## src/rtl/if_fetch_unit.sv

```systemverilog
// Instruction-fetch stage: owns the PC, fetches over a req/ack memory port and presents
// {instruction, PC_out, PC_branch_link} to IF/ID. Define IFETCH_PREFETCH_EN for a one-entry prefetch buffer.
module if_fetch_unit #(
  parameter logic [63:0] RESET_PC = 64'h0,
  parameter int unsigned PC_STEP  = 4
) (
  input  logic        clock,
  input  logic        reset,
  input  logic        IF_ID_Write,
  input  logic        branch_taken,
  input  logic [63:0] branch_target,
  output logic        imem_req,
  output logic [63:0] imem_addr,
  input  logic        imem_ack,
  input  logic [31:0] imem_rdata,
  output logic        fetch_valid,
  output logic [31:0] instruction,
  output logic [63:0] PC_out,
  output logic [63:0] PC_branch_link
);

  localparam int unsigned XLEN = 64;
  localparam int unsigned ILEN = 32;
  localparam logic [XLEN-1:0] STEP = XLEN'(PC_STEP);

  typedef enum logic {S_REQ, S_HOLD} state_e;

  state_e            state_q, state_d;
  logic [XLEN-1:0]   pc_q, pc_d;
  logic              req_q, req_d;
  logic [XLEN-1:0]   addr_q, addr_d;
  logic              valid_q, valid_d;
  logic [ILEN-1:0]   instr_q, instr_d;
  logic [XLEN-1:0]   pc_out_q, pc_out_d;
  logic [XLEN-1:0]   link_q, link_d;
  logic              discard_q, discard_d;

  logic              consume_c;
  logic [XLEN-1:0]   pc_inc_c;
  logic [XLEN-1:0]   tgt_c;
  logic [1:0]        unused_tgt_bits;

`ifdef IFETCH_PREFETCH_EN
  logic              buf_valid_q, buf_valid_d;
  logic [ILEN-1:0]   buf_instr_q, buf_instr_d;
  logic [XLEN-1:0]   buf_pc_q, buf_pc_d;
  logic              fetch_ok_c;
`endif

  assign consume_c       = valid_q & IF_ID_Write;
  assign pc_inc_c        = pc_q + STEP;
  assign tgt_c           = {branch_target[XLEN-1:2], 2'b00};
  assign unused_tgt_bits = branch_target[1:0];

  // Next-state and registered-output logic; a redirect overrides everything else.
  always_comb begin
    state_d   = state_q;
    pc_d      = pc_q;
    req_d     = req_q;
    addr_d    = addr_q;
    valid_d   = valid_q;
    instr_d   = instr_q;
    pc_out_d  = pc_out_q;
    link_d    = link_q;
    discard_d = discard_q;
`ifdef IFETCH_PREFETCH_EN
    buf_valid_d = buf_valid_q;
    buf_instr_d = buf_instr_q;
    buf_pc_d    = buf_pc_q;
    fetch_ok_c  = 1'b0;
`endif

    if (branch_taken) begin
      pc_d    = tgt_c;
      valid_d = 1'b0;
      state_d = S_REQ;
`ifdef IFETCH_PREFETCH_EN
      buf_valid_d = 1'b0;
`endif
      // An unanswered request cannot be withdrawn, so its response is marked for dropping.
      if (req_q && !imem_ack) begin
        discard_d = 1'b1;
      end else begin
        discard_d = 1'b0;
        req_d     = 1'b1;
        addr_d    = tgt_c;
      end
    end else begin
      case (state_q)
        S_REQ: begin
          if (!req_q) begin
            req_d  = 1'b1;
            addr_d = pc_q;
          end else if (imem_ack) begin
            if (discard_q) begin
              discard_d = 1'b0;
              addr_d    = pc_q;
            end else begin
              instr_d  = imem_rdata;
              pc_out_d = pc_q;
              link_d   = pc_inc_c;
              valid_d  = 1'b1;
              pc_d     = pc_inc_c;
              state_d  = S_HOLD;
`ifdef IFETCH_PREFETCH_EN
              req_d    = 1'b1;
              addr_d   = pc_inc_c;
`else
              req_d    = 1'b0;
`endif
            end
          end
        end
        S_HOLD: begin
`ifdef IFETCH_PREFETCH_EN
          fetch_ok_c = req_q & imem_ack;
          if (fetch_ok_c) begin
            pc_d = pc_inc_c;
          end
          if (consume_c) begin
            if (buf_valid_q) begin
              instr_d     = buf_instr_q;
              pc_out_d    = buf_pc_q;
              link_d      = buf_pc_q + STEP;
              buf_valid_d = fetch_ok_c;
              buf_instr_d = imem_rdata;
              buf_pc_d    = pc_q;
            end else if (fetch_ok_c) begin
              instr_d  = imem_rdata;
              pc_out_d = pc_q;
              link_d   = pc_inc_c;
            end else begin
              valid_d = 1'b0;
              state_d = S_REQ;
            end
          end else if (fetch_ok_c) begin
            buf_valid_d = 1'b1;
            buf_instr_d = imem_rdata;
            buf_pc_d    = pc_q;
          end
          // Keep prefetching whenever the buffer will have room.
          req_d = ~buf_valid_d;
          if (fetch_ok_c || !req_q) begin
            addr_d = pc_d;
          end
`else
          if (consume_c) begin
            valid_d = 1'b0;
            state_d = S_REQ;
            req_d   = 1'b1;
            addr_d  = pc_q;
          end
`endif
        end
        default: state_d = S_REQ;
      endcase
    end
  end

  always_ff @(posedge clock or negedge reset) begin
    if (!reset) begin
      state_q   <= S_REQ;
      pc_q      <= RESET_PC;
      req_q     <= 1'b0;
      addr_q    <= '0;
      valid_q   <= 1'b0;
      instr_q   <= '0;
      pc_out_q  <= '0;
      link_q    <= '0;
      discard_q <= 1'b0;
    end else begin
      state_q   <= state_d;
      pc_q      <= pc_d;
      req_q     <= req_d;
      addr_q    <= addr_d;
      valid_q   <= valid_d;
      instr_q   <= instr_d;
      pc_out_q  <= pc_out_d;
      link_q    <= link_d;
      discard_q <= discard_d;
    end
  end

`ifdef IFETCH_PREFETCH_EN
  always_ff @(posedge clock or negedge reset) begin
    if (!reset) begin
      buf_valid_q <= 1'b0;
      buf_instr_q <= '0;
      buf_pc_q    <= '0;
    end else begin
      buf_valid_q <= buf_valid_d;
      buf_instr_q <= buf_instr_d;
      buf_pc_q    <= buf_pc_d;
    end
  end
`endif

  assign imem_req       = req_q;
  assign imem_addr      = addr_q;
  assign fetch_valid    = valid_q;
  assign instruction    = instr_q;
  assign PC_out         = pc_out_q;
  assign PC_branch_link = link_q;

endmodule

```

## config.mk

```make
export PLATFORM = sky130hd
export DESIGN_NAME = if_fetch_unit
export DESIGN_NICKNAME = d
export VERILOG_FILES = /design/src/rtl/if_fetch_unit.sv
export SDC_FILE = /design/constraint.sdc
export NUM_CORES = 1
export LEC_CHECK = 0
export ABC_AREA = 1
export BUFFER_PORTS_ARGS = -buffer_cell sky130_fd_sc_hd__buf_2
export CAP_MARGIN = 20
export CORE_UTILIZATION = 50
export CTS_BUF_LIST = sky130_fd_sc_hd__clkbuf_8
export CTS_CLUSTER_DIAMETER = 100
export DETAILED_ROUTE_END_ITERATION = 10
export PLACE_DENSITY = 0.79
export SLEW_MARGIN = 30
export SYNTH_ARGS = -nofsm -noshare
export SYNTH_HDL_FRONTEND = slang
export SYNTH_SLANG_ARGS = --single-unit
```

## constraint.sdc

```tcl
create_clock -name clock -period 3.3 [get_ports clock]
set_clock_uncertainty 0.05 [all_clocks]
set_input_delay 0.495 -clock clock [delete_from_list [all_inputs] [get_ports clock]]
set_output_delay 0.495 -clock clock [all_outputs]
set_load 0.005 [all_outputs]
```

Word-level counts from Yosys, hierarchy flattened
Index checks and enable logic that the tools add are counted.
{"block": "word_totals", "mem_bits_ro": 0, "input_bits": 101, "ff_bits": 292, "word_cells": 69, "out_inout_bits": 226, "n_memories": 0, "latchBits": 0, "ramBits": 0}
{"block": "op_classes", "n_mul": 0, "magnitude_cmp": 0, "reduce_logical": 10, "mux": 36, "eq_ne": 9, "n_div": 0, "addsub": 1, "n_shift": 0, "bitwise": 4}
{"operator": "$mux W64", "n": 11}
{"operator": "$pmux W64 S2", "n": 1}
{"operator": "$add A64 B3 Y64 const B", "n": 1}
{"operator": "$mux W1", "n": 21}
{"operator": "$reduce_and A4 Y1", "n": 3}
{"operator": "$ne A3 B3 Y1 const B", "n": 3}
{"operator": "$ne A4 B4 Y1 const B", "n": 2}
{"operator": "$ne A2 B2 Y1 const B", "n": 3}
{"operator": "$pmux W1 S2", "n": 3}
{"operator": "$reduce_and A5 Y1", "n": 1}
{"operator": "$reduce_bool A2 Y1", "n": 2}
{"operator": "$ne A3 B2 Y1 const B", "n": 1}
{"operator": "$not A1 Y1", "n": 3}
{"operator": "$reduce_and A3 Y1", "n": 1}
{"operator": "$reduce_and A2 Y1", "n": 1}
{"operator": "$and A1 B1 Y1", "n": 1}
{"operator": "$logic_and A1 B1 Y1", "n": 1}
{"operator": "$logic_not A1 Y1", "n": 1}

Logic depth before layout (Yosys ltp)
Gate-level depths: netlist (run 1).
{"block": "logic_depth", "depth_word": 6, "ltp_mapped": 12}

Worst setup path after synthesis (run 1)
No wires, ideal clock.
{"block": "synth_path", "kind": "input port to flip-flop", "startpoint": "input port branch_taken", "endpoint": "register addr_q[10] (netlist: imem_addr[10])", "setup_ps": 127, "t_arrival_ps": 1534, "path_stages": 8, "path_slack_ps": 1589, "path_buffers": 3, "cell_sequence": "buf_2 > inv_2 > nand3_1 > nand2_1 > a31oi_4 > buf_4 > buf_4 > a31oi_1"}
{"block": "synth_via", "elab_chain_len": 2, "word_cells_on_any_way": 6, "classes_between": "4 x eq/ne; 1 x mux; 1 x reduce/logical"}
{"item": "start, declared", "line": "10", "source": "input logic branch_taken,"}
{"item": "$ne A4 B4 Y1 (no line) (tied with other cells)"}
{"item": "$reduce_and A4 Y1 (no line)"}
{"item": "end signal, assigned", "line": "175", "source": "addr_q <= addr_d;"}
{"item": "end, declared", "line": "31", "source": "logic [XLEN-1:0] addr_q, addr_d;"}
Parallel ways exist; a longest one is shown, timed or not.
A chain may end at the register's enable or synchronous reset.

Worst setup path after layout (run 1)
{"block": "layout_path", "startpoint": "register pc_q[8]", "endpoint": "register link_q[37] (netlist: PC_branch_link[37])"}
{"block": "layout_via", "elab_chain_len": 1}
{"item": "start, declared", "line": "29", "source": "logic [XLEN-1:0] pc_q, pc_d;"}
{"item": "start signal, assigned", "line": "173", "source": "pc_q <= pc_d;"}
{"item": "$add A64 B3 Y64", "line": "51", "source": "assign pc_inc_c = pc_q + STEP;"}
{"item": "end signal, assigned", "line": "179", "source": "link_q <= link_d;"}
{"item": "end, declared", "line": "35", "source": "logic [XLEN-1:0] link_q, link_d;"}
Every way passes these cells.

==> impl_results.html, run 1 <==
<table>
<tr><th>Metric</th><th>Value</th></tr>
<tr><th colspan="2">Yosys</th></tr>
<tr><td>Mean post-synth cell area</td><td>between 7 and 8 sq um</td></tr>
<tr><td>Distinct cell type count of the synthesized netlist</td><td>40</td></tr>
<tr><td>Ranking of synthesized cells by instance count</td><td>604 x sky130_fd_sc_hd__nand2_1, 285 x sky130_fd_sc_hd__dfrtp_1, 229 x sky130_fd_sc_hd__nor2_1</td></tr>
<tr><td>Cell type contributing the most total cell area after synthesis</td><td>sky130_fd_sc_hd__dfrtp_1</td></tr>
<tr><td>Post-synth top area share</td><td>a little over half</td></tr>
<tr><td>Ranking of synthesized cells by area</td><td>sky130_fd_sc_hd__dfrtp_1 52%, sky130_fd_sc_hd__nand2_1 17%, sky130_fd_sc_hd__nor2_1 6.3%, sky130_fd_sc_hd__inv_1 3.5%, sky130_fd_sc_hd__a21oi_1 3.3%</td></tr>
<tr><td>Total number of yosys warnings</td><td>0</td></tr>
<tr><td>Cell Area, Synth</td><td>0.0137 sq mm</td></tr>
<tr><td>Number of synthesized flops with an enable pin</td><td>0</td></tr>
<tr><td>Most frequent cell after synthesis</td><td>sky130_fd_sc_hd__nand2_1</td></tr>
<tr><td>Async set or reset register ratio after synthesis</td><td>100%</td></tr>
<tr><td>Sequential fraction of the synthesis area</td><td>52.2%</td></tr>
<tr><td>Flip-flop and latch count after synthesis</td><td>285</td></tr>
<tr><td>Ys flop type</td><td>sky130_fd_sc_hd__dfrtp_1</td></tr>
<tr><td>Mapped Cells</td><td>1757</td></tr>
<tr><th colspan="2">Placed design</th></tr>
<tr><td>Dpl cells</td><td>2356</td></tr>
<tr><td>Post-detailed-placement half-perimeter wirelength</td><td>30.3 mm</td></tr>
<tr><td>Setup slack at placement</td><td>between 0.9 and 1 ns</td></tr>
<tr><td>Routability congestion estimate from global placement</td><td>~0.9</td></tr>
<tr><td>Input/output buffers</td><td>320</td></tr>
<tr><td>Total cell area at the placement stage</td><td>0.0155 sq mm</td></tr>
<tr><th colspan="2">CTS</th></tr>
<tr><td>Clk pin slew, worst setup/hold paths</td><td>roughly 0.060 ns</td></tr>
<tr><td>Clock Tree Buf Depth</td><td>3</td></tr>
<tr><td>Setup Buffers After CTS</td><td>0</td></tr>
<tr><td>TritonCTS clock tree</td><td>built</td></tr>
<tr><td>Cts bufs inserted</td><td>47</td></tr>
<tr><td>Root buffer cell</td><td>sky130_fd_sc_hd__clkbuf_8</td></tr>
<tr><td>CTS sink count</td><td>285</td></tr>
<tr><td>Htree depth</td><td>2</td></tr>
<tr><td>Clock insertion delay at the later pin of the skew report</td><td>0.57 ns</td></tr>
<tr><th colspan="2">STA</th></tr>
<tr><td>Final Max Slew Viols</td><td>0</td></tr>
<tr><td>Tcrit/Tclk final</td><td>69.4%</td></tr>
<tr><td>Peak Freq</td><td>roughly 0.44 GHz</td></tr>
<tr><td>Final count of negative-setup-slack endpoints</td><td>0</td></tr>
<tr><td>Unrepaired setup endpoints after global routing</td><td>no</td></tr>
<tr><td>Post-Route Hold Slack</td><td>around 0.085 ns</td></tr>
<tr><td>Aggregate negative setup slack</td><td>0 ns</td></tr>
<tr><td>Minimum clock period after layout</td><td>between 2 and 2.5 ns</td></tr>
<tr><td>Final Worst Setup Slack</td><td>1.01 ns</td></tr>
<tr><td>Slew margin rel.</td><td>37.4%</td></tr>
<tr><td>Final number of hold-violating endpoints</td><td>0</td></tr>
<tr><td>Tightest Pin Transition</td><td>roughly 0.94 ns</td></tr>
<tr><th colspan="2">Route</th></tr>
<tr><td>Total wirelength of the detailed-routed design</td><td>roughly 43 mm</td></tr>
<tr><td>Iteration-0 DRC count of the detailed router</td><td>roughly 1100</td></tr>
<tr><td>Number of vias per cell</td><td>~5.3</td></tr>
<tr><td>Overall via count from detail_route</td><td>between 10000 and 15000</td></tr>
<tr><td>Count of antenna-violating nets left after detailed routing</td><td>0</td></tr>
<tr><td>DRC errors left</td><td>0</td></tr>
<tr><td>Wire length per cell after detailed routing</td><td>17.5 microns</td></tr>
<tr><td>First-pass iteration count of the detailed router</td><td>5</td></tr>
<tr><th colspan="2">Pwr</th></tr>
<tr><td>Leakage power figure</td><td>8.66 nW</td></tr>
<tr><td>Max IR drop VDD</td><td>between 0.3 and 0.4 mV</td></tr>
<tr><td>Pwr dens</td><td>752 mW/mm^2</td></tr>
<tr><td>Total Power</td><td>roughly 12 mW</td></tr>
<tr><th colspan="2">Worst setup path</th></tr>
<tr><td>Crit path kind</td><td>flip-flop to flip-flop</td></tr>
<tr><td>Reg-to-reg setup timing slack</td><td>between 1 and 1.5 ns</td></tr>
<tr><td>Critical path required time</td><td>3.69 ns</td></tr>
<tr><td>Nature of the critical path endpoint</td><td>flip-flop</td></tr>
<tr><td>Crit path cell chain</td><td>nand2_1 -&gt; nor2_2 -&gt; nand2_2 -&gt; nor3_1 -&gt; nand2_1 -&gt; nand2_1 -&gt; nand3_1 -&gt; nor2b_1</td></tr>
<tr><td>Crit start category</td><td>flip-flop</td></tr>
<tr><td>Maximum fanout along the worst path</td><td>6</td></tr>
<tr><td>Arrival time of the worst setup path</td><td>2.69 ns</td></tr>
<tr><td>Cell repeated most along the worst path</td><td>sky130_fd_sc_hd__nand2_1</td></tr>
<tr><td>Crit path largest cell delay</td><td>0.67 ns</td></tr>
<tr><td>Critical-path top delay cell</td><td>sky130_fd_sc_hd__nor3_1</td></tr>
<tr><th colspan="2">Floorplanning</th></tr>
<tr><td>Floorplan die width</td><td>167 microns</td></tr>
<tr><td>Total core area</td><td>0.0269 sq mm</td></tr>
<tr><td>Die Area</td><td>0.0280 sq mm</td></tr>
<tr><td>Y dimension of the die</td><td>167 microns</td></tr>
<tr><td>Placement Rows</td><td>60</td></tr>
<tr><td>I/O pin cnt</td><td>327</td></tr>
<tr><td>Initial Utilization</td><td>50.8%</td></tr>
<tr><th colspan="2">Status</th></tr>
<tr><td>Result of the run</td><td>completed</td></tr>
<tr><th colspan="2">Cells and area</th></tr>
<tr><td>Cell Count, Final, Fillers Out</td><td>2438</td></tr>
<tr><td>Area growth from synthesis to final layout</td><td>20.8%</td></tr>
<tr><td>Total number of nets in the final design</td><td>2167</td></tr>
<tr><td>Post-Layout Inst Area</td><td>0.0165 sq mm</td></tr>
<tr><td>Layout cell share with drive strength beyond 1</td><td>21.3%</td></tr>
<tr><td>Fraction of the core area covered by cells at the end of the flow</td><td>between 60 and 70%</td></tr>
<tr><td>Fillcell total</td><td>~2500</td></tr>
<tr><th colspan="2">Worst hold path</th></tr>
<tr><td>HP Class</td><td>primary input to flip-flop</td></tr>
<tr><th colspan="2">Global route</th></tr>
<tr><td>Global-route wire length before repair</td><td>67.1 mm</td></tr>
<tr><td>Maximum number of pins on one net before global-route repair</td><td>approximately 160</td></tr>
<tr><td>Overall Global Routing Usage</td><td>30.6%</td></tr>
<tr><td>Initial antenna violation count</td><td>3</td></tr>
<tr><td>Vias in the first global route</td><td>12200</td></tr>
<tr><td>Total congestion overflow after global routing</td><td>0</td></tr>
<tr><th colspan="2">Run</th></tr>
<tr><td>Max-cap violations</td><td>0</td></tr>
</table>
## cells by family (layout without fill, tap and decap cells)
family / after synthesis / count (layout) / synth area share (%)
simple gates: 977 / 977 / 29.1
flops: 285 / 285 / 52.2
compound gates: 262 / 262 / 11.0
buf+inv: 214 / 549 / 6.46
xor+xnor: 17 / 17 / 1.09
fa+ha+maj: 1 / 1 / 0.0916
other cells: 1 / 6 / 0.0274
## repair_timing
item	CTS	global route
endpoints found under the hold margin	86	0
hold buffers	1	0
gates resized for setup	0	0
## worst paths after layout
kind | start | to | cells after the start
worst max-delay path | pc_q[8] | PC_branch_link[37] | 8
worst min register to register | instruction[16] | instruction[16] | 2
worst max register to register | pc_q[8] | PC_branch_link[37] | 8
max in group asynchronous | reset | PC_out[22] | 3
min in group asynchronous | reset | PC_out[4] | 2
worst min-delay path | imem_rdata[25] | instruction[25] | 3
## critical path: cells and delay by family, from the launching register on
kind	cells	cell delay [ns]
simple gates	8	1.64
flops	1	0.49
## cell usage in the layout, fill, tap and decap left out, types with 2 or more instances in the layout
| master | instances |
|---|---|
| sky130_fd_sc_hd__nand2_1 | 604 |
| sky130_fd_sc_hd__buf_2 | 319 |
| sky130_fd_sc_hd__dfrtp_1 | 285 |
| sky130_fd_sc_hd__nor2_1 | 229 |
| sky130_fd_sc_hd__inv_1 | 140 |
| sky130_fd_sc_hd__a21oi_1 | 90 |
| sky130_fd_sc_hd__nand3_1 | 84 |
| sky130_fd_sc_hd__o21ai_0 | 68 |
| sky130_fd_sc_hd__clkbuf_8 | 59 |
| sky130_fd_sc_hd__a31oi_1 | 47 |
| sky130_fd_sc_hd__o21bai_1 | 28 |
| sky130_fd_sc_hd__xor2_1 | 16 |
| sky130_fd_sc_hd__buf_4 | 12 |
| sky130_fd_sc_hd__o21ai_1 | 11 |
| sky130_fd_sc_hd__a22oi_1 | 11 |
| sky130_fd_sc_hd__nor2b_1 | 10 |
| sky130_fd_sc_hd__nand2_2 | 9 |
| sky130_fd_sc_hd__nor2_2 | 9 |
| sky130_fd_sc_hd__nand4_1 | 9 |
| sky130_fd_sc_hd__nor2_4 | 6 |
| sky130_fd_sc_hd__or2_2 | 5 |
| sky130_fd_sc_hd__and2_1 | 5 |
| sky130_fd_sc_hd__conb_1 | 4 |
| sky130_fd_sc_hd__clkinv_2 | 4 |
| sky130_fd_sc_hd__buf_12 | 4 |
| sky130_fd_sc_hd__bufinv_16 | 3 |
| sky130_fd_sc_hd__diode_2 | 2 |
| sky130_fd_sc_hd__inv_2 | 2 |
| sky130_fd_sc_hd__nand2_4 | 2 |
| sky130_fd_sc_hd__o21ai_2 | 2 |
## sequential cells by signal, summed over array words and instances (netlist names)
name / flops
PC_branch_link: 62
instruction: 32
PC_out: 62
imem_req: 1
imem_addr: 63
pc_q: 62
discard_q: 1
fetch_valid: 1
state_q: 1
## power breakdown
group,switching (mW),internal [mW],total (mW)
registers,0.874,4.71,5.59
logic,2.04,1.53,3.58
clock network,1.42,1.83,3.26
total,4.34,8.08,12.4
## cell type report
class,instances,area [sq um],area share (%)
antenna,2,5.00,0.0303
clock buffer,59,812,4.92
clock inverter,20,163,0.985
inverter,132,503,3.05
multi-input combinational,1261,5670,34.3
sequential,285,7130,43.2
tap,341,427,2.58
timing repair buffer,338,1800,10.9
## metal layers
metal	vias to the layer above	routed length, microns	global-route usage [%]
met5	-	10	0
met4	2	1460	11.2
met3	99	3100	5.29
met2	552	19500	47.8
met1	6011	18700	43.0
li1	6210	-	-
No activity file was read; power rests on OpenSTA's default activity.
==> inputs of run 2 (changes only) <==
--- a/config.mk
+++ b/config.mk
@@ -12,7 +12,7 @@
 export CTS_BUF_LIST = sky130_fd_sc_hd__clkbuf_8
 export CTS_CLUSTER_DIAMETER = 100
 export DETAILED_ROUTE_END_ITERATION = 10
-export PLACE_DENSITY = 0.79
+export PLACE_DENSITY = 0.82
 export SLEW_MARGIN = 30
 export SYNTH_ARGS = -nofsm -noshare
 export SYNTH_HDL_FRONTEND = slang
==> constraint.sdc (replaced) <==
create_clock -name clock -period 2.1 [get_ports clock]
set_clock_uncertainty 0.05 [all_clocks]
set_input_delay 0.315 -clock clock [delete_from_list [all_inputs] [get_ports clock]]
set_output_delay 0.315 -clock clock [all_outputs]
set_load 0.005 [all_outputs]
==> run 2 against run 1 <==
Net effect:
- the run now ends with negative setup slack left
- critical path depth is 2 higher
- power rose by 62%
- flip-flop and latch count unchanged
- hold slack lost 0.057 ns
- largest cell class unchanged
- non-clock buffer count rose by 119
- critical endpoint is now pc_q[62]
- first-iteration DRC count increased by 11%
- via count rose by 7.9%
- sequential share of layout area fell by 3.1 points
- sequential power increased by 57%
- clock-buffer cell count is 10 higher
==> impl_results.html, run 2 (synthesis results as in run 1) <==
<table>
<tr><th>Metric</th><th>Value</th></tr>
<tr><th colspan="2">Status</th></tr>
<tr><td>Result of the run</td><td>complete, but fails checks (was completed)</td></tr>
<tr><td>Violated checks</td><td>negative setup slack</td></tr>
<tr><th colspan="2">Route</th></tr>
<tr><td>Overall via count from detail_route</td><td>13900 (was 12900)</td></tr>
<tr><td>Total wirelength of the detailed-routed design</td><td>46.1 mm (was 42.7 mm)</td></tr>
<tr><td>First-pass iteration count of the detailed router</td><td>6 (was 5)</td></tr>
<tr><td>Count of antenna-violating nets left after detailed routing</td><td>0 (unchanged)</td></tr>
<tr><td>Wire length per cell after detailed routing</td><td>18.0 microns (was 17.5 microns)</td></tr>
<tr><td>DRC errors left</td><td>0 (unchanged)</td></tr>
<tr><td>Number of vias per cell</td><td>5.41 (was 5.28)</td></tr>
<tr><td>Iteration-0 DRC count of the detailed router</td><td>1221 (was 1102)</td></tr>
<tr><th colspan="2">Pwr</th></tr>
<tr><td>Total Power</td><td>20.2 mW (was 12.4 mW)</td></tr>
<tr><td>Max IR drop VDD</td><td>0.661 mV (was 0.367 mV)</td></tr>
<tr><td>Pwr dens</td><td>1130 mW/mm^2 (was 752 mW/mm^2)</td></tr>
<tr><td>Leakage power figure</td><td>9.30 nW (was 8.66 nW)</td></tr>
<tr><th colspan="2">Cells and area</th></tr>
<tr><td>Area growth from synthesis to final layout</td><td>30.2% (was 20.8%)</td></tr>
<tr><td>Layout cell share with drive strength beyond 1</td><td>23.3% (was 21.3%)</td></tr>
<tr><td>Sequential standard cell area</td><td>0.00713 sq mm (about the same)</td></tr>
<tr><td>Total area of multi-input combinational cells</td><td>0.00571 sq mm (was 0.00567 sq mm)</td></tr>
<tr><td>Total number of nets in the final design</td><td>2288 (was 2167)</td></tr>
<tr><td>Leading cell types in the layout, fill and taps excluded</td><td>602 x sky130_fd_sc_hd__nand2_1, 319 x sky130_fd_sc_hd__buf_2, 283 x sky130_fd_sc_hd__dfrtp_1, 227 x sky130_fd_sc_hd__nor2_1, 142 x sky130_fd_sc_hd__inv_1 (was 604 x sky130_fd_sc_hd__nand2_1, 319 x sky130_fd_sc_hd__buf_2, 285 x sky130_fd_sc_hd__dfrtp_1, 229 x sky130_fd_sc_hd__nor2_1, 140 x sky130_fd_sc_hd__inv_1)</td></tr>
<tr><td>Fillcell total</td><td>2190 (was 2450)</td></tr>
<tr><td>Most common cell after layout, fill and taps aside</td><td>sky130_fd_sc_hd__nand2_1 (unchanged)</td></tr>
<tr><td>Diodes inserted</td><td>0 (was 2)</td></tr>
<tr><td>Max FFs per register</td><td>63 (unchanged)</td></tr>
<tr><th colspan="2">Worst setup path</th></tr>
<tr><td>Critical-path top delay cell</td><td>sky130_fd_sc_hd__dfrtp_1 (was sky130_fd_sc_hd__nor3_1)</td></tr>
<tr><td>Cell repeated most along the worst path</td><td>sky130_fd_sc_hd__nand2_1 (unchanged)</td></tr>
<tr><td>Crit path kind</td><td>flip-flop to flip-flop (unchanged)</td></tr>
<tr><td>Critical path required time</td><td>2.51 ns (was 3.69 ns)</td></tr>
<tr><td>Reg-to-reg setup timing slack</td><td>-0.003 ns (was 1.01 ns)</td></tr>
<tr><td>Total buffers and inverters traversed by the critical path</td><td>1 (was 0)</td></tr>
<tr><td>Arrival time of the worst setup path</td><td>2.51 ns (was 2.69 ns)</td></tr>
<tr><td>Crit start category</td><td>flip-flop (unchanged)</td></tr>
<tr><td>Nature of the critical path endpoint</td><td>flip-flop (unchanged)</td></tr>
<tr><td>Maximum fanout along the worst path</td><td>4 (was 6)</td></tr>
<tr><td>Crit path largest cell delay</td><td>0.42 ns (was 0.67 ns)</td></tr>
<tr><td>Critical path's top delay family</td><td>simple AND/OR/NAND/NOR gates (unchanged)</td></tr>
<tr><td>Crit path cell chain</td><td>ha_2 -&gt; nand2_2 -&gt; nor2_4 -&gt; nand2_4 -&gt; nor2_1 -&gt; nand2_1 -&gt; o21ai_1 -&gt; nand3_1 -&gt; nand2_1 -&gt; inv_1 (was nand2_1 -&gt; nor2_2 -&gt; nand2_2 -&gt; nor3_1 -&gt; nand2_1 -&gt; nand2_1 -&gt; nand3_1 -&gt; nor2b_1)</td></tr>
<tr><th colspan="2">CTS</th></tr>
<tr><td>CTS sink count</td><td>285 (unchanged)</td></tr>
<tr><td>Clock insertion delay at the later pin of the skew report</td><td>0.59 ns (was 0.57 ns)</td></tr>
<tr><td>Clk pin slew, worst setup/hold paths</td><td>0.07 ns (was 0.06 ns)</td></tr>
<tr><td>Root buffer cell</td><td>sky130_fd_sc_hd__clkbuf_8 (unchanged)</td></tr>
<tr><td>Htree depth</td><td>2 (unchanged)</td></tr>
<tr><td>Clock Tree Buf Depth</td><td>3 (unchanged)</td></tr>
<tr><td>TritonCTS clock tree</td><td>built (unchanged)</td></tr>
<tr><td>Cts bufs inserted</td><td>49 (was 47)</td></tr>
<tr><th colspan="2">Global route</th></tr>
<tr><td>Initial antenna violation count</td><td>0 (was 3)</td></tr>
<tr><td>Maximum number of pins on one net before global-route repair</td><td>64 (was 159)</td></tr>
<tr><td>Vias in the first global route</td><td>13400 (was 12200)</td></tr>
<tr><td>Overall Global Routing Usage</td><td>32.6% (was 30.6%)</td></tr>
<tr><td>Global-route wire length before repair</td><td>71.7 mm (was 67.1 mm)</td></tr>
<tr><td>Total congestion overflow after global routing</td><td>0 (unchanged)</td></tr>
<tr><th colspan="2">STA</th></tr>
<tr><td>Aggregate negative setup slack</td><td>-0.00287 ns (was 0 ns)</td></tr>
<tr><td>Slew margin rel.</td><td>56.0% (was 37.4%)</td></tr>
<tr><td>Peak Freq</td><td>0.476 GHz (was 0.437 GHz)</td></tr>
<tr><td>Unrepaired setup endpoints after global routing</td><td>yes (was no)</td></tr>
<tr><td>Tcrit/Tclk final</td><td>100% (was 69.4%)</td></tr>
<tr><td>Final count of negative-setup-slack endpoints</td><td>1 (was 0)</td></tr>
<tr><td>Minimum clock period after layout</td><td>2.10 ns (was 2.29 ns)</td></tr>
<tr><td>Final Worst Setup Slack</td><td>-0.00287 ns (was 1.01 ns)</td></tr>
<tr><td>Tightest Pin Transition</td><td>0.660 ns (was 0.939 ns)</td></tr>
<tr><td>Final Max Slew Viols</td><td>0 (unchanged)</td></tr>
<tr><td>Final number of hold-violating endpoints</td><td>0 (unchanged)</td></tr>
<tr><th colspan="2">Placed design</th></tr>
<tr><td>Routability congestion estimate from global placement</td><td>0.956 (was 0.927)</td></tr>
<tr><td>Input/output buffers</td><td>320 (unchanged)</td></tr>
<tr><td>Post-detailed-placement half-perimeter wirelength</td><td>32.4 mm (was 30.3 mm)</td></tr>
<tr><th colspan="2">Run</th></tr>
<tr><td>Max-cap violations</td><td>0 (unchanged)</td></tr>
<tr><th colspan="2">Floorplanning</th></tr>
<tr><td>Total core area</td><td>0.0269 sq mm (unchanged)</td></tr>
<tr><td>Placement Rows</td><td>60 (unchanged)</td></tr>
<tr><td>I/O pin cnt</td><td>327 (unchanged)</td></tr>
<tr><td>Initial Utilization</td><td>50.8% (unchanged)</td></tr>
<tr><td>Floorplan die width</td><td>167 microns (unchanged)</td></tr>
<tr><td>Die Area</td><td>0.0280 sq mm (unchanged)</td></tr>
<tr><td>Y dimension of the die</td><td>167 microns (unchanged)</td></tr>
<tr><th colspan="2">Worst hold path</th></tr>
<tr><td>HP Class</td><td>primary input to flip-flop (unchanged)</td></tr>
</table>
==> run 2: cell types whose count changed in the layout (fill, tap and decap cells not counted), sizes merged, moves of 2 or more <==
cell         before  now
dlygate4sd3       1   67
buf             337  390
clkbuf           59   69
inv             143  147
bufinv            3    0
diode             2    0
==> run 2: power breakdown <==
group	switching, mW	internal (mW)	total [mW]
sequential	1.38	7.41	8.79
combinational	3.44	2.64	6.08
clock	2.37	2.92	5.29
==> run 2: worst register-to-register path: cells and delay by family (launching register included) <==
kind	cells	cell delay, ns
fa+ha+maj	1	0.23
simple gates	7	1.02
flops	1	0.42
buf+inv	1	0.04
compound gates	1	0.23
==> run 2: final cells by class <==
| class | count | share of cell area [%] |
|---|---|---|
| Clock buffer | 69 | 5.34 |
| Clock inverter | 21 | 0.549 |
| Inverter | 132 | 2.81 |
| Multi-Input combinational cell | 1261 | 32.1 |
| Sequential cell | 285 | 40.1 |
| Tap cell | 341 | 2.40 |
| Timing Repair Buffer | 457 | 16.7 |
==> run 2: metrics by stage <==
stage | util (%) | worst slack, ns | instances | hold slack (ns) | cell area, sq um
after detailed placement | 59.5 | 0.0112 | 2405 | 0.231 | 16000
after global placement | 59.5 | 0.107 | 2405 | 0.231 | 16000
final | 66.2 | -0.00287 | 2566 | 0.0274 | 17800
after floorplan | - | 0.407 | 1760 | -0.0306 | 13700
after global routing | 66.2 | -0.0923 | 2566 | 0.0683 | 17800
after CTS | 65.9 | 0.0196 | 2562 | 0.0153 | 17700
==> run 2: final timing paths <==
path                                      start               to  cells past startpoint
worst max-delay path                    pc_q[3]         pc_q[62]                     10
worst min-delay path                   imem_ack        discard_q                      4
worst max register to register          pc_q[3]         pc_q[62]                     10
worst min register to register  instruction[25]  instruction[25]                      2
max in group asynchronous                 reset  instruction[19]                      3
min in group asynchronous                 reset       PC_out[57]                      2
==> run 2: metal layers <==
metal | share of wire [%] | up-vias | track usage, % | routed length (microns)
met5 | 0 | - | 0 | 0
met4 | 4.1 | 0 | 13.5 | 1900
met3 | 7.3 | 137 | 5.46 | 3370
met2 | 46 | 675 | 52.2 | 21400
met1 | 42 | 6630 | 44.0 | 19400
li1 | - | 6449 | - | -
==> run 2: repair_timing <==
item / 4_1_cts / 5_1_grt
resized for setup: 1 / 16
setup endpoints to repair: 1 / 34
endpoints found under the hold margin: 120 / 0
buffers inserted: 0 / 4
pin swaps: 0 / 5
hold buffers: 67 / 0
==> inputs of run 3 (changes only) <==
--- a/config.mk
+++ b/config.mk
@@ -12,6 +12,7 @@
 export CTS_BUF_LIST = sky130_fd_sc_hd__clkbuf_8
 export CTS_CLUSTER_DIAMETER = 100
 export DETAILED_ROUTE_END_ITERATION = 10
+export GPL_TIMING_DRIVEN = 0
 export PLACE_DENSITY = 0.82
 export SLEW_MARGIN = 30
 export SYNTH_ARGS = -nofsm -noshare
==> constraint.sdc (replaced) <==
create_clock -name clock -period 1.89 [get_ports clock]
set_clock_uncertainty 0.05 [all_clocks]
set_input_delay 0.2835 -clock clock [delete_from_list [all_inputs] [get_ports clock]]
set_output_delay 0.2835 -clock clock [all_outputs]
set_load 0.005 [all_outputs]
==> run 3 against run 2 <==
Net effect:
- the run still ends with negative setup slack left
- register-to-register slack worse by 0.02 ns
- critical endpoint is now PC_out[51]
- die area stayed put
- first-iteration DRC count is 33% higher
- largest power group unchanged
- cell count is 1.9% higher
==> impl_results.html, run 3 (synthesis results as in run 1) <==
<table>
<tr><th>Metric</th><th>Value</th></tr>
<tr><th colspan="2">CTS</th></tr>
<tr><td>Htree depth</td><td>2 (unchanged)</td></tr>
<tr><td>Cts bufs inserted</td><td>46 (was 49)</td></tr>
<tr><td>CTS sink count</td><td>285 (unchanged)</td></tr>
<tr><td>Clock Tree Buf Depth</td><td>3 (unchanged)</td></tr>
<tr><td>Clock insertion delay at the later pin of the skew report</td><td>0.57 ns (was 0.59 ns)</td></tr>
<tr><td>TritonCTS clock tree</td><td>built (unchanged)</td></tr>
<tr><td>Clk pin slew, worst setup/hold paths</td><td>0.06 ns (was 0.07 ns)</td></tr>
<tr><td>Root buffer cell</td><td>sky130_fd_sc_hd__clkbuf_8 (unchanged)</td></tr>
<tr><th colspan="2">Global route</th></tr>
<tr><td>Vias in the first global route</td><td>13900 (was 13400)</td></tr>
<tr><td>Initial antenna violation count</td><td>0 (unchanged)</td></tr>
<tr><td>Overall Global Routing Usage</td><td>35.9% (was 32.6%)</td></tr>
<tr><td>Total congestion overflow after global routing</td><td>0 (unchanged)</td></tr>
<tr><td>Global-route wire length before repair</td><td>77.4 mm (was 71.7 mm)</td></tr>
<tr><td>Maximum number of pins on one net before global-route repair</td><td>88 (was 64)</td></tr>
<tr><th colspan="2">Pwr</th></tr>
<tr><td>Max IR drop VDD</td><td>0.760 mV (was 0.661 mV)</td></tr>
<tr><td>Pwr dens</td><td>1220 mW/mm^2 (was 1130 mW/mm^2)</td></tr>
<tr><td>Leakage power figure</td><td>9.58 nW (was 9.30 nW)</td></tr>
<tr><th colspan="2">Cells and area</th></tr>
<tr><td>Fillcell total</td><td>2140 (was 2190)</td></tr>
<tr><td>Area growth from synthesis to final layout</td><td>35.0% (was 30.2%)</td></tr>
<tr><td>Diodes inserted</td><td>0 (unchanged)</td></tr>
<tr><td>Fraction of the core area covered by cells at the end of the flow</td><td>68.6% (was 66.2%)</td></tr>
<tr><td>Cell Count, Final, Fillers Out</td><td>2615 (was 2566)</td></tr>
<tr><td>Total number of nets in the final design</td><td>2345 (was 2288)</td></tr>
<tr><td>Leading cell types in the layout, fill and taps excluded</td><td>578 x sky130_fd_sc_hd__nand2_1, 333 x sky130_fd_sc_hd__buf_2, 259 x sky130_fd_sc_hd__dfrtp_1, 190 x sky130_fd_sc_hd__nor2_1, 140 x sky130_fd_sc_hd__inv_1 (was 602 x sky130_fd_sc_hd__nand2_1, 319 x sky130_fd_sc_hd__buf_2, 283 x sky130_fd_sc_hd__dfrtp_1, 227 x sky130_fd_sc_hd__nor2_1, 142 x sky130_fd_sc_hd__inv_1)</td></tr>
<tr><td>Layout cell share with drive strength beyond 1</td><td>28.8% (was 23.3%)</td></tr>
<tr><td>Max FFs per register</td><td>63 (unchanged)</td></tr>
<tr><td>Most common cell after layout, fill and taps aside</td><td>sky130_fd_sc_hd__nand2_1 (unchanged)</td></tr>
<tr><th colspan="2">STA</th></tr>
<tr><td>Final count of negative-setup-slack endpoints</td><td>9 (was 1)</td></tr>
<tr><td>Tightest Pin Transition</td><td>0.786 ns (was 0.660 ns)</td></tr>
<tr><td>Final Max Slew Viols</td><td>0 (unchanged)</td></tr>
<tr><td>Unrepaired setup endpoints after global routing</td><td>yes (unchanged)</td></tr>
<tr><td>Tcrit/Tclk final</td><td>101% (was 100%)</td></tr>
<tr><td>Peak Freq</td><td>0.522 GHz (was 0.476 GHz)</td></tr>
<tr><td>Slew margin rel.</td><td>47.6% (was 56.0%)</td></tr>
<tr><td>Final Worst Setup Slack</td><td>-0.0262 ns (was -0.00287 ns)</td></tr>
<tr><td>Minimum clock period after layout</td><td>1.92 ns (was 2.10 ns)</td></tr>
<tr><td>Post-Route Hold Slack</td><td>0.0307 ns (was 0.0274 ns)</td></tr>
<tr><td>Final number of hold-violating endpoints</td><td>0 (unchanged)</td></tr>
<tr><th colspan="2">Floorplanning</th></tr>
<tr><td>Y dimension of the die</td><td>167 microns (unchanged)</td></tr>
<tr><td>I/O pin cnt</td><td>327 (unchanged)</td></tr>
<tr><td>Die Area</td><td>0.0280 sq mm (unchanged)</td></tr>
<tr><td>Placement Rows</td><td>60 (unchanged)</td></tr>
<tr><td>Initial Utilization</td><td>50.8% (unchanged)</td></tr>
<tr><td>Floorplan die width</td><td>167 microns (unchanged)</td></tr>
<tr><td>Total core area</td><td>0.0269 sq mm (unchanged)</td></tr>
<tr><th colspan="2">Route</th></tr>
<tr><td>Iteration-0 DRC count of the detailed router</td><td>1621 (was 1221)</td></tr>
<tr><td>Number of vias per cell</td><td>5.52 (was 5.41)</td></tr>
<tr><td>Count of antenna-violating nets left after detailed routing</td><td>0 (unchanged)</td></tr>
<tr><td>Total wirelength of the detailed-routed design</td><td>51.5 mm (was 46.1 mm)</td></tr>
<tr><td>DRC errors left</td><td>0 (unchanged)</td></tr>
<tr><td>First-pass iteration count of the detailed router</td><td>7 (was 6)</td></tr>
<tr><td>Overall via count from detail_route</td><td>14400 (was 13900)</td></tr>
<tr><td>Wire length per cell after detailed routing</td><td>19.7 microns (was 18.0 microns)</td></tr>
<tr><th colspan="2">Placed design</th></tr>
<tr><td>Dpl cells</td><td>2423 (was 2405)</td></tr>
<tr><td>Input/output buffers</td><td>319 (was 320)</td></tr>
<tr><td>Post-detailed-placement half-perimeter wirelength</td><td>36.5 mm (was 32.4 mm)</td></tr>
<tr><td>Routability congestion estimate from global placement</td><td>0.989 (was 0.956)</td></tr>
<tr><th colspan="2">Worst setup path</th></tr>
<tr><td>Worst reg2reg endpoint</td><td>PC_out[51] (was pc_q[62])</td></tr>
<tr><td>Crit path kind</td><td>flip-flop to flip-flop (unchanged)</td></tr>
<tr><td>Start point of the critical path</td><td>state_q (was pc_q[3])</td></tr>
<tr><td>Critical path required time</td><td>2.26 ns (was 2.51 ns)</td></tr>
<tr><td>Maximum fanout along the worst path</td><td>10 (was 4)</td></tr>
<tr><td>Cell depth of the worst flop-to-flop path</td><td>8 (was 10)</td></tr>
<tr><td>Nature of the critical path endpoint</td><td>flip-flop (unchanged)</td></tr>
<tr><td>Critical path endpoint</td><td>PC_out[51] (was pc_q[62])</td></tr>
<tr><td>Crit start category</td><td>flip-flop (unchanged)</td></tr>
<tr><td>Arrival time of the worst setup path</td><td>2.29 ns (was 2.51 ns)</td></tr>
<tr><td>Reg-to-reg setup timing slack</td><td>-0.03 ns (was -0.003 ns)</td></tr>
<tr><td>Startpoint of the lowest-slack register-to-register path</td><td>state_q (was pc_q[3])</td></tr>
<tr><th colspan="2">Status</th></tr>
<tr><td>Violated checks</td><td>negative setup slack (unchanged)</td></tr>
<tr><td>Result of the run</td><td>complete, but fails checks (unchanged)</td></tr>
<tr><th colspan="2">Worst hold path</th></tr>
<tr><td>HP Class</td><td>primary input to flip-flop (unchanged)</td></tr>
<tr><th colspan="2">Run</th></tr>
<tr><td>Max-cap violations</td><td>0 (unchanged)</td></tr>
</table>
==> run 3: area by class of cell <==
cell class                      count  area [sq um]  share of cell area (%)
Timing Repair Buffer              435          2750                    14.9
Sequential cell                   285          7160                    38.9
Clock buffer                       57           785                    4.25
Multi-Input combinational cell   1261          6150                    33.4
Buffer                             82           507                    2.75
Clock inverter                     22           149                   0.807
Inverter                          132           502                    2.72
Tap cell                          341           427                    2.31
==> run 3: per-layer routing <==
| layer | wire (microns) | global-route usage (%) |
|---|---|---|
| met1 | 20800 | 48.2 |
| met2 | 24500 | 59.3 |
| met3 | 4530 | 5.51 |
| met4 | 1590 | 13.1 |
| met5 | 0 | 0 |
==> run 3: critical path: stages (launching register included) <==
cell                      delay (ns)
sky130_fd_sc_hd__dfrtp_1        0.42
sky130_fd_sc_hd__nor3_4         0.24
sky130_fd_sc_hd__nand2_2        0.12
sky130_fd_sc_hd__nor2_4         0.27
sky130_fd_sc_hd__inv_6          0.12
sky130_fd_sc_hd__buf_8          0.19
sky130_fd_sc_hd__buf_4          0.18
sky130_fd_sc_hd__nand2_1        0.08
sky130_fd_sc_hd__o21ai_0        0.10
==> run 3: what timing repair did <==
| action | 4_1_cts | 5_1_grt |
|---|---|---|
| resized for setup | 105 | 139 |
| pin swaps | 18 | 18 |
| endpoints found under the setup margin | 254 | 216 |
| hold buffers | 67 | 0 |
| hold endpoints to repair | 198 | 0 |
| setup buffers | 25 | 21 |
==> run 3: per-stage QoR <==
stage	cell area [sq um]	worst slack (ns)	total power [mW]	TNS, ns
5_1_grt	18400	-0.128	23.8	-2.10
3_3_place_gp	15700	-4.73	16.0	-1398.83
6_report	18400	-0.0262	22.6	-0.0733
3_5_place_dp	15800	-0.408	16.3	-66.44
4_1_cts	17900	-0.0605	22.1	-0.168
2_1_floorplan	13700	0.197	12.8	0
==> run 3: worst min-delay path by stage <==
stage | startpoint | endpoint | slack, ns | cells past startpoint
after global placement | PC_out[17] | PC_out[17] | 0.40 | 2
final | branch_target[42] | pc_q[42] | 0.03 | 5
after CTS | branch_target[50] | pc_q[50] | 0.005 | 5
after floorplan | reset | PC_branch_link[10] | -0.06 | 0
after detailed placement | reset | imem_addr[1] | 0.16 | 1
after global routing | branch_target[49] | pc_q[49] | 0.05 | 5
==> run 3: power breakdown <==
part	internal, mW	switching (mW)	leakage [nW]
clock	2.99	2.51	0.539
sequential	8.26	1.59	3.32
combinational	3.12	4.10	5.73
